## config.mk

```make
export PLATFORM = sky130hd
export DESIGN_NAME = mem_access_stage
export DESIGN_NICKNAME = d
export VERILOG_FILES = /design/src/rtl/cpu_pkg.sv /design/src/rtl/mem_wb_reg.sv /design/src/rtl/mem_access_stage.sv
export SDC_FILE = /design/constraint.sdc
export NUM_CORES = 1
export LEC_CHECK = 0
export ABC_AREA = 1
export CAP_MARGIN = 20
export CORE_ASPECT_RATIO = 0.7
export CORE_MARGIN = 2
export CORE_UTILIZATION = 45
export DETAILED_ROUTE_END_ITERATION = 8
export PLACE_DENSITY = 0.85
export SETUP_SLACK_MARGIN = 0.2
export SLEW_MARGIN = 10
export SYNTH_ARGS = -nofsm -noshare
export SYNTH_HDL_FRONTEND = slang
export SYNTH_SLANG_ARGS = --single-unit
```

## constraint.sdc

```tcl
create_clock -name clk -period 3.55 [get_ports clk]
set_clock_uncertainty 0.1 [all_clocks]
set_input_delay 0.5325 -clock clk [delete_from_list [all_inputs] [get_ports clk]]
set_output_delay 0.5325 -clock clk [all_outputs]
set_load 0.1 [all_outputs]
```

## src/rtl/cpu_pkg.sv

```systemverilog
// Shared CPU definitions: MEM-stage FSM states, default widths and helpers.
package cpu_pkg;

    localparam int WIDTH_DEF   = 32;
    localparam int REG_IDX_W   = 5;
    localparam int TIMEOUT_DEF = 16;

    typedef enum logic [0:0] {
        IDLE = 1'b0,
        WAIT = 1'b1
    } state_t;

    // Word accesses must sit on a 4-byte boundary.
    function automatic logic is_misaligned(input logic [1:0] lsb);
        return lsb != 2'b00;
    endfunction

endpackage

```

## src/rtl/mem_wb_reg.sv

```systemverilog
// MEM/WB pipeline register: loads a completed (or faulting) instruction,
// otherwise presents a bubble so write-back never sees a stale write enable.
module mem_wb_reg import cpu_pkg::*; #(
    parameter int WIDTH = WIDTH_DEF
) (
    input  logic                 clk,
    input  logic                 reset,
    input  logic                 i_load,
    input  logic                 i_err,
    input  logic                 i_mem_ld,
    input  logic [WIDTH-1:0]     i_exe,
    input  logic [WIDTH-1:0]     i_mem,
    input  logic                 i_mem2reg,
    input  logic                 i_regwrite,
    input  logic [REG_IDX_W-1:0] i_rd,
    output logic [WIDTH-1:0]     o_exe,
    output logic [WIDTH-1:0]     o_mem,
    output logic                 o_mem2reg,
    output logic                 o_regwrite,
    output logic [REG_IDX_W-1:0] o_rd,
    output logic                 o_valid,
    output logic                 o_err
);

    logic [WIDTH-1:0]     r_exe;
    logic [WIDTH-1:0]     r_mem;
    logic                 r_mem2reg;
    logic                 r_regwrite;
    logic [REG_IDX_W-1:0] r_rd;
    logic                 r_valid;
    logic                 r_err;

    // Capture the instruction on load/error; a bubble clears the control bits
    // and keeps the data fields (memOut only changes when a load completes).
    always_ff @(posedge clk) begin
        if (reset) begin
            r_exe      <= '0;
            r_mem      <= '0;
            r_mem2reg  <= 1'b0;
            r_regwrite <= 1'b0;
            r_rd       <= '0;
            r_valid    <= 1'b0;
            r_err      <= 1'b0;
        end else if (i_load || i_err) begin
            r_exe      <= i_exe;
            r_mem2reg  <= i_mem2reg;
            r_rd       <= i_rd;
            r_valid    <= 1'b1;
            r_regwrite <= i_regwrite & ~i_err;
            r_err      <= i_err;
            if (i_mem_ld) begin
                r_mem <= i_mem;
            end
        end else begin
            r_mem2reg  <= 1'b0;
            r_regwrite <= 1'b0;
            r_valid    <= 1'b0;
            r_err      <= 1'b0;
        end
    end

    assign o_exe      = r_exe;
    assign o_mem      = r_mem;
    assign o_mem2reg  = r_mem2reg;
    assign o_regwrite = r_regwrite;
    assign o_rd       = r_rd;
    assign o_valid    = r_valid;
    assign o_err      = r_err;

endmodule

```

## src/rtl/mem_access_stage.sv

```systemverilog
// MEM pipeline stage: issues word loads/stores on a req/ack data port,
// stalls upstream while an access is outstanding, and fills MEM/WB.
module mem_access_stage import cpu_pkg::*; #(
    parameter int WIDTH   = WIDTH_DEF,
    parameter int TIMEOUT = TIMEOUT_DEF
) (
    input  logic                 clk,
    input  logic                 reset,
    input  logic                 in_valid,
    input  logic [WIDTH-1:0]     in_alu,
    input  logic [WIDTH-1:0]     in_sdata,
    input  logic [REG_IDX_W-1:0] in_rd,
    input  logic                 in_memread,
    input  logic                 in_memwrite,
    input  logic                 in_mem2reg,
    input  logic                 in_regwrite,
    output logic                 stall_out,
    output logic                 dmem_req,
    output logic                 dmem_we,
    output logic [WIDTH-1:0]     dmem_addr,
    output logic [WIDTH-1:0]     dmem_wdata,
    input  logic [WIDTH-1:0]     dmem_rdata,
    input  logic                 dmem_ack,
    output logic [WIDTH-1:0]     exeOut,
    output logic [WIDTH-1:0]     memOut,
    output logic                 Mem2Reg,
    output logic                 RegWrite,
    output logic [REG_IDX_W-1:0] wb_rd,
    output logic                 wb_valid,
    output logic                 mem_err
);

    localparam int               CNT_W    = (TIMEOUT > 1) ? $clog2(TIMEOUT) : 1;
    localparam logic [CNT_W-1:0] CNT_LAST = CNT_W'(TIMEOUT - 1);

    state_t           r_state;
    state_t           w_next;
    logic [CNT_W-1:0] r_cnt;
    logic [WIDTH-1:0] r_addr;
    logic [WIDTH-1:0] r_wdata;
    logic             r_we;

    logic w_is_mem;
    logic w_misaligned;
    logic w_in_wait;
    logic w_timeout;
    logic w_wb_load;
    logic w_wb_err;
    logic w_wb_mem_ld;

    assign w_is_mem     = in_valid & (in_memread | in_memwrite);
    assign w_misaligned = is_misaligned(in_alu[1:0]);
    assign w_in_wait    = (r_state == WAIT);
    assign w_timeout    = w_in_wait & ~dmem_ack & (r_cnt == CNT_LAST);

    // The instruction leaves MEM in the same cycle its access completes.
    assign stall_out  = w_is_mem & ~w_misaligned & ~(w_in_wait & (dmem_ack | w_timeout));
    assign dmem_req   = w_in_wait;
    assign dmem_we    = r_we & w_in_wait;
    assign dmem_addr  = r_addr;
    assign dmem_wdata = r_wdata;

    // State, timeout counter and latched bus request fields.
    always_ff @(posedge clk) begin
        if (reset) begin
            r_state <= IDLE;
            r_cnt   <= '0;
            r_addr  <= '0;
            r_wdata <= '0;
            r_we    <= 1'b0;
        end else begin
            r_state <= w_next;
            if (w_in_wait && !dmem_ack && !w_timeout) begin
                r_cnt <= r_cnt + 1'b1;
            end else begin
                r_cnt <= '0;
            end
            if (!w_in_wait && w_is_mem && !w_misaligned) begin
                r_addr  <= in_alu;
                r_wdata <= in_sdata;
                r_we    <= in_memwrite;
            end
        end
    end

    // Next state and MEM/WB load/error/bubble selection.
    always_comb begin
        w_next      = r_state;
        w_wb_load   = 1'b0;
        w_wb_err    = 1'b0;
        w_wb_mem_ld = 1'b0;
        unique case (r_state)
            IDLE: begin
                if (in_valid && !w_is_mem) begin
                    w_wb_load = 1'b1;
                end else if (w_is_mem && w_misaligned) begin
                    w_wb_err = 1'b1;
                end else if (w_is_mem) begin
                    w_next = WAIT;
                end
            end
            WAIT: begin
                if (dmem_ack) begin
                    w_wb_load   = 1'b1;
                    w_wb_mem_ld = in_memread;
                    w_next      = IDLE;
                end else if (w_timeout) begin
                    w_wb_err = 1'b1;
                    w_next   = IDLE;
                end
            end
            default: w_next = IDLE;
        endcase
    end

    mem_wb_reg #(
        .WIDTH (WIDTH)
    ) u_mem_wb_reg (
        .clk        (clk),
        .reset      (reset),
        .i_load     (w_wb_load),
        .i_err      (w_wb_err),
        .i_mem_ld   (w_wb_mem_ld),
        .i_exe      (in_alu),
        .i_mem      (dmem_rdata),
        .i_mem2reg  (in_mem2reg),
        .i_regwrite (in_regwrite),
        .i_rd       (in_rd),
        .o_exe      (exeOut),
        .o_mem      (memOut),
        .o_mem2reg  (Mem2Reg),
        .o_regwrite (RegWrite),
        .o_rd       (wb_rd),
        .o_valid    (wb_valid),
        .o_err      (mem_err)
    );

endmodule

```

# Yosys cells after proc, flatten, opt, wreduce, memory -nomap -nowiden
# Index checks and enable logic that the tools add are counted.
[classes]
n_addsub = 1
bitwise_logic = 17
n_eq_ne = 1
muxes = 17
reduce_logical = 16
[op_table]
columns = ["op", "n"]
rows = [
  ["2-to-1 mux 1 bit", 14],
  ["bitwise AND 1 bit", 8],
  ["NOT 1 bit", 7],
  ["logical AND 1 bit", 6],
  ["one-hot mux 1 bit (2 select lines)", 3],
  ["zero test 1 bit", 5],
  ["adder 4 x 1 -> 4 bit (second input constant)", 1],
  ["equality test 4 bit (second input constant)", 1],
  ["OR reduction 2 bit", 2],
  ["bitwise OR 1 bit", 2],
  ["AND reduction 2 bit", 1],
  ["nonzero test 2 bit", 1],
  ["logical OR 1 bit", 1],
]
[word_totals]
output_inout_bits = 140
input_bits = 109
reg_bits = 143
elab_cells = 64

# Longest topological paths before layout
[logic_depth]
depth_word = 9
mapped_depth = 9
depth_no_buf = 8

# Hierarchy
# Synthesis repeated with hierarchy kept, for this count alone.
[hier_totals]
cells_unflattened = 846
area_unflattened_um2 = 5973.2
[by_module_without_submodules]
columns = ["module", "n_inst", "seq_area_each_um2", "cells_per_inst", "area_each_um2"]
rows = [
  ["mem_access_stage", 1, 1401.3, 463, 3178.0],
  ["mem_wb_reg", 1, 1461.4, 383, 2795.2],
]

# Worst setup path after synthesis
# OpenSTA, ideal clock, no wires.
[synth_path]
kind = "register to output"
from = "reg r_state, in the netlist dmem_req"
to = "out stall_out"
arrival_ps = 3441
n_path_buf = 1
path_stages_with_launch = 5
required_ps = 2917
slack_ps = -524
cell_sequence = "dfxtp_1 > nand2_1 > inv_2 > buf_2 > a211oi_1"
[synth_via]
elab_chain_len = 6
[synth_lines]
columns = ["item", "line", "text"]
rows = [
  ["start: declaration", "mem_access_stage.sv:36", "state_t r_state;"],
  ["start signal: assignment", "mem_access_stage.sv:72", "r_state <= w_next;"],
  ["bitwise AND 1 bit (2 in series)", "mem_access_stage.sv:54", "assign w_timeout = w_in_wait & ~dmem_ack & (r_cnt == CNT_LAST);"],
  ["bitwise OR 1 bit", "mem_access_stage.sv:57", "assign stall_out = w_is_mem & ~w_misaligned & ~(w_in_wait & (dmem_ack | w_timeout));"],
  ["bitwise AND 1 bit (*)", "mem_access_stage.sv:57", ""],
  ["NOT 1 bit (*)", "mem_access_stage.sv:57", ""],
  ["bitwise AND 1 bit (*)", "mem_access_stage.sv:57", ""],
  ["end: declaration", "mem_access_stage.sv:17", "output logic stall_out,"],
]
# Every way passes the cells marked *; elsewhere a longest branch is shown, timed or not.

# Worst setup path after layout
[layout_path]
from = "reg r_wdata[13], in the netlist dmem_wdata[13]"
to = "out dmem_wdata[13]"
[layout_rtl]
columns = ["item", "line", "text"]
rows = [
  ["start: declaration", "mem_access_stage.sv:40", "logic [WIDTH-1:0] r_wdata;"],
  ["start signal: assignment", "mem_access_stage.sv:80", "r_wdata <= in_sdata;"],
  ["end: declaration", "mem_access_stage.sv:21", "output logic [WIDTH-1:0] dmem_wdata,"],
]
# No word-level cell between the ends.

==> metrics <==
Routed Antenna Nets 0; final weighted congestion of routability-driven global placement 0.821; detailed-route via count 5504; final hold violation count 0; site row count 33; WL per Instance 15.2 um; class of the worst hold path flip-flop to flip-flop; cell-by-cell listing of the critical path clkdlybuf4s50_1; worst ir drop on vdd 0.000416 V; TritonCTS clock tree built; drt via density 4.94; count of mapped cells out of synthesis 720; area of the die 0.0133 mm2; type of element launching the critical path flip-flop; initial antenna violation count 1; worst stage delay on the critical path 1180 ps; IO buf count 248; async set-reset flop share out of synthesis 0%; status completed; Resize count post-CTS 0; wire length of the first global-routing pass 26700 um; overall routed net length 17000 um; fmax 387 MHz; net count after synthesis 830; non-filler instance count after layout 1115; Initial Util 46.9%; layout overhead on the synthesized area 55.3%; area of the core region 0.0119 mm2; DRC violation count after routing 0; post-layout minimum cycle time 2580 ps; depth of the CTS H-tree 4; Critical R2R Capture u_mem_wb_reg.o_rd[3]$_SDFFE_PP0P_; Final Cycle Share 72.7%; FF-to-FF path depth 7; clock latency of the later-clocked register in the worst-skew pair 400 ps; Congestion Overflow GR 0; number of global-route vias before repair 5307; number of buffers added to fix hold violations after cts 0; cell depth of the worst setup path 1; Post-DP HPWL 11200 um; placed cell count 1082; sinks on the clock net 143; Yosys top cell by area dfxtp_1; CP max FO 2; transition time of the tightest slew-check pin 1060 ps; reported leakage power 0.00337 uW; sequential share of the synthesized area 51.3%; share of post-route cells with drive strength above 1 8.88%; worst slew slack as a fraction of its limit 29.1%; ys flop type dfxtp_1; register clock-pin slew on the reported worst setup and hold paths 60 ps; RSZ-0062 raised after global routing false; Post-synth EDFFs 0; # Max-Cap Violations 0; violation count after the first detailed-routing iteration 294; ranking of synthesized cells by area dfxtp_1 (51%), nor2_1 (12%), o21ai_0 (5.8%); endpoint of the worst setup timing path dmem_wdata[13]; ratio of total power to cell area 551 mW/mm2; Critical path origin dmem_wdata[13]$_SDFFE_PP0P_; leading post-synthesis cells by instance count nor2_1 (184), dfxtp_1 (143), nand2_1 (82), o21ai_0 (65), inv_1 (48); class of the most critical setup path flip-flop to output port; Global Route Usage Sum 25.3%; number of I/O pins 249; reg-to-reg slack, setup 1610 ps; number of buffers added for setup after CTS 0; Die Ht 97.1 um; clock buffers created by TritonCTS 17; aggregate negative setup slack 0 ps; Root Buffer Master clkbuf_16; Cell variety after synth 24; Avg Synthesized Cell Area 7.74 um2; Total Nets Final 1054; flops & latches, synth 143; Warnings, synthesis 0; maximum root-to-sink buffer count 2; critical path's slowest cell clkdlybuf4s50_1; post-synth top area share 51.3%; final-report max-slew violation count 0; Critical R2R Launch dmem_req$_SDFF_PP0_; die width 137 um; first-pass iteration count of the detailed router 5; Worst Path Buf+Inv 1; kind of cell with the highest combined delay on the critical path buffers and inverters; sort of element at the end of the critical path output port; endpoint arrival time on the critical path 1950 ps; pin count of the biggest net entering global routing 65; Min-Delay Path Depth 1; cell area after technology mapping 0.00558 mm2; # setup viols final 0; most used standard cell by instance count after synthesis nor2_1; required time of the critical path 2920 ps
==> layout make-up <==
| class | count | area (um2) |
|---|---|---|
| antenna | 1 | 2.50 |
| timing repair buffer | 258 | 2590 |
| clock inverter | 13 | 188 |
| clock buffer | 19 | 433 |
| tap | 157 | 196 |
| multi-input combinational | 474 | 2200 |
| fill | 941 | 3230 |
| inverter | 50 | 188 |
| sequential | 143 | 2860 |
==> cells by family (layout without fill, tap and decap cells) <==
family	after synthesis	after routing	synth area share (%)
adders and majority gates	1	1	0.224
other	0	1	0
buffers and inverters	103	340	9.29
DFF	143	143	51.3
and+or+nand+nor	373	373	29.8
xor gates and xnor gates	1	1	0.157
AOI/OAI and AO/OA	99	99	9.13
==> state kept, by name, indices dropped and copies added, names as in the netlist, 4 cells and up <==
name                cells
dmem_wdata             32
u_mem_wb_reg.o_rd       5
dmem_addr              32
u_mem_wb_reg.o_mem     32
r_cnt                   4
u_mem_wb_reg.o_exe     32
==> worst min-delay path by stage <==
stage / startpoint / endpoint / slack (ps)
after floorplan: r_cnt[0]$_SDFF_PP0_ / r_cnt[0]$_SDFF_PP0_ / 320
after detailed placement: r_cnt[0]$_SDFF_PP0_ / r_cnt[0]$_SDFF_PP0_ / 340
after CTS: r_cnt[0]$_SDFF_PP0_ / r_cnt[0]$_SDFF_PP0_ / 350
final: r_cnt[0]$_SDFF_PP0_ / r_cnt[0]$_SDFF_PP0_ / 350
after global placement: r_cnt[0]$_SDFF_PP0_ / r_cnt[0]$_SDFF_PP0_ / 330
after global routing: r_cnt[0]$_SDFF_PP0_ / r_cnt[0]$_SDFF_PP0_ / 370
==> per-layer routing <==
layer  part of all wire (%)  track usage [%]
met4                    1.1             7.93
met2                     48             41.1
met5                      0                0
met3                     10             9.96
met1                     41             30.7
==> through the flow <==
step / util (%) / setup slack, ps / area [um2] / power (uW) / hold WS, ps
floorplan: - / 436 / 5580 / 2600 / 318
global placement: 67.6 / 1020 / 8030 / 2930 / 330
detailed placement: 67.6 / 1010 / 8030 / 2940 / 341
CTS: 72.8 / 950 / 8650 / 4800 / 354
global route: 72.8 / 895 / 8650 / 4950 / 374
finish: 72.8 / 969 / 8660 / 4770 / 350
==> layout by cell type (no fill, tap or decap), drive strengths merged, types with 19 or more instances in the layout <==
cell,count
inv,52
clkbuf,19
dfxtp,143
o21ai,65
nor2,217
nand4,37
nand2,84
a21oi,33
nand3,34
clkdlybuf4s50,245
==> where the power goes <==
group,switching (uW),total (uW),internal [uW]
clock,680,1860,1180
sequential,41.0,1730,1690
combinational,850,1180,328
total,1570,4770,3200
No activity file was read; power rests on OpenSTA's default activity.
==> patch, RTL diff (config.mk and constraints unchanged) <==
Set the package constant `WIDTH_DEF` to 16 (it was 32).
--- a/src/rtl/cpu_pkg.sv
+++ b/src/rtl/cpu_pkg.sv
@@ -1,7 +1,7 @@
 // Shared CPU definitions: MEM-stage FSM states, default widths and helpers.
 package cpu_pkg;
 
-    localparam int WIDTH_DEF   = 32;
+    localparam int WIDTH_DEF   = 16;
     localparam int REG_IDX_W   = 5;
     localparam int TIMEOUT_DEF = 16;
 
Interface: changed (7 resized); port bits go from 249 to 137. The function was not compared with the original's and may differ.
==> patch against the unedited design <==
- worst setup slack lost 0.091 ns
- area after synthesis down 43%
- clock power is 65% lower
- via count shrank 44%
- synthesized cell count shrank 41%
- power fell by 53%
- core utilization fell by 3.1 points
- wire length decreased by 51%
- sequential cell count is 64 lower
- die area decreased by 41%
- final area decreased by 45%
==> patch: results <==
export IMPL_syn_num_nets=490
export IMPL_grt_pass1_vias=2992
export IMPL_antenna_found_initial=0
export IMPL_worstRegToRegCells=6
export IMPL_grtUsageMet2=0.395
export IMPL_numCtsBuffers=9
export IMPL_io_buffers=136
export IMPL_worstMarginPinSlew_ns=1.02
export IMPL_path_max_fanout=6
export IMPL_cts_root_buf="clkbuf_8"
export IMPL_clk_pin_slew_ns=0.08
export IMPL_setup_worst_path_start="dmem_req$_SDFF_PP0_"
export IMPL_grt_pass1_wl_um=13900
export IMPL_routed_via_density=4.72
export IMPL_fin_nets=616
export IMPL_syn_instance_count=428
export IMPL_placed_cells=637
export IMPL_syn_to_final_growth_pct=48.6
export IMPL_reg2reg_setup_slack_ns=1.56
export IMPL_wl_met3_um=727
export IMPL_grt_usage=0.225
export IMPL_synth_commonest_cells="dfxtp_1 (79), inv_1 (72), nand2_1 (67), nor2_1 (66)"
export IMPL_worstHoldStart="dmem_addr[0]$_SDFFE_PP0P_"
export IMPL_hold_ws_ns=0.348
export IMPL_r2r_end="u_mem_wb_reg.o_exe[7]$_SDFFE_PP0P_"
export IMPL_post_place_ws_ns=0.820
export IMPL_gp_congestion=0.797
export IMPL_dpl_hpwl_um=6040
export IMPL_endpoint="dmem_we"
export IMPL_place_area_um2=4560
export IMPL_holdPathStages=2
export IMPL_leakage_nw=2.11
export IMPL_grt_max_degree=48
export IMPL_nFillCells=564
export IMPL_comb_cell_power_w=0.000640
export IMPL_wire_per_inst_um=12.9
export IMPL_min_to="dmem_addr[0]$_SDFFE_PP0P_"
export IMPL_status="completed"
export IMPL_switchingPower_w=0.000803
export IMPL_n_antenna_cell=0
==> patch: cell count changes after synthesis, sizes merged <==
cell	change
clkbuf	-14
o21ai	-33
nand4	-16
nand2	-16
nand3	-13
a211oi	-1
dfxtp	-64
buf	-13
nand3b	+1
inv	+25
nor2	-148
==> patch: final cells by class <==
class,count,share of cell area
flip-flops and latches,79,0.333
repair buffers,141,0.296
multi-input cells,248,0.247
inverters,75,0.0592
clock buffers,11,0.0276
well taps,94,0.0247
clock inverters,5,0.0124
==> patch: worst max-delay path, cell delays in order (launching register included) <==
cell,delay [ns]
dfxtp_1,0.42
nand2_1,0.07
inv_1,0.06
clkdlybuf4s50_1,1.13
==> patch: cells by family after synthesis <==
kind of cell / after synthesis / synth area share
xor+xnor: 1 / 0.00274
flops: 79 / 0.494
buf+inv: 101 / 0.138
simple gates: 181 / 0.258
compound gates: 65 / 0.103
fa+ha+maj: 1 / 0.00391
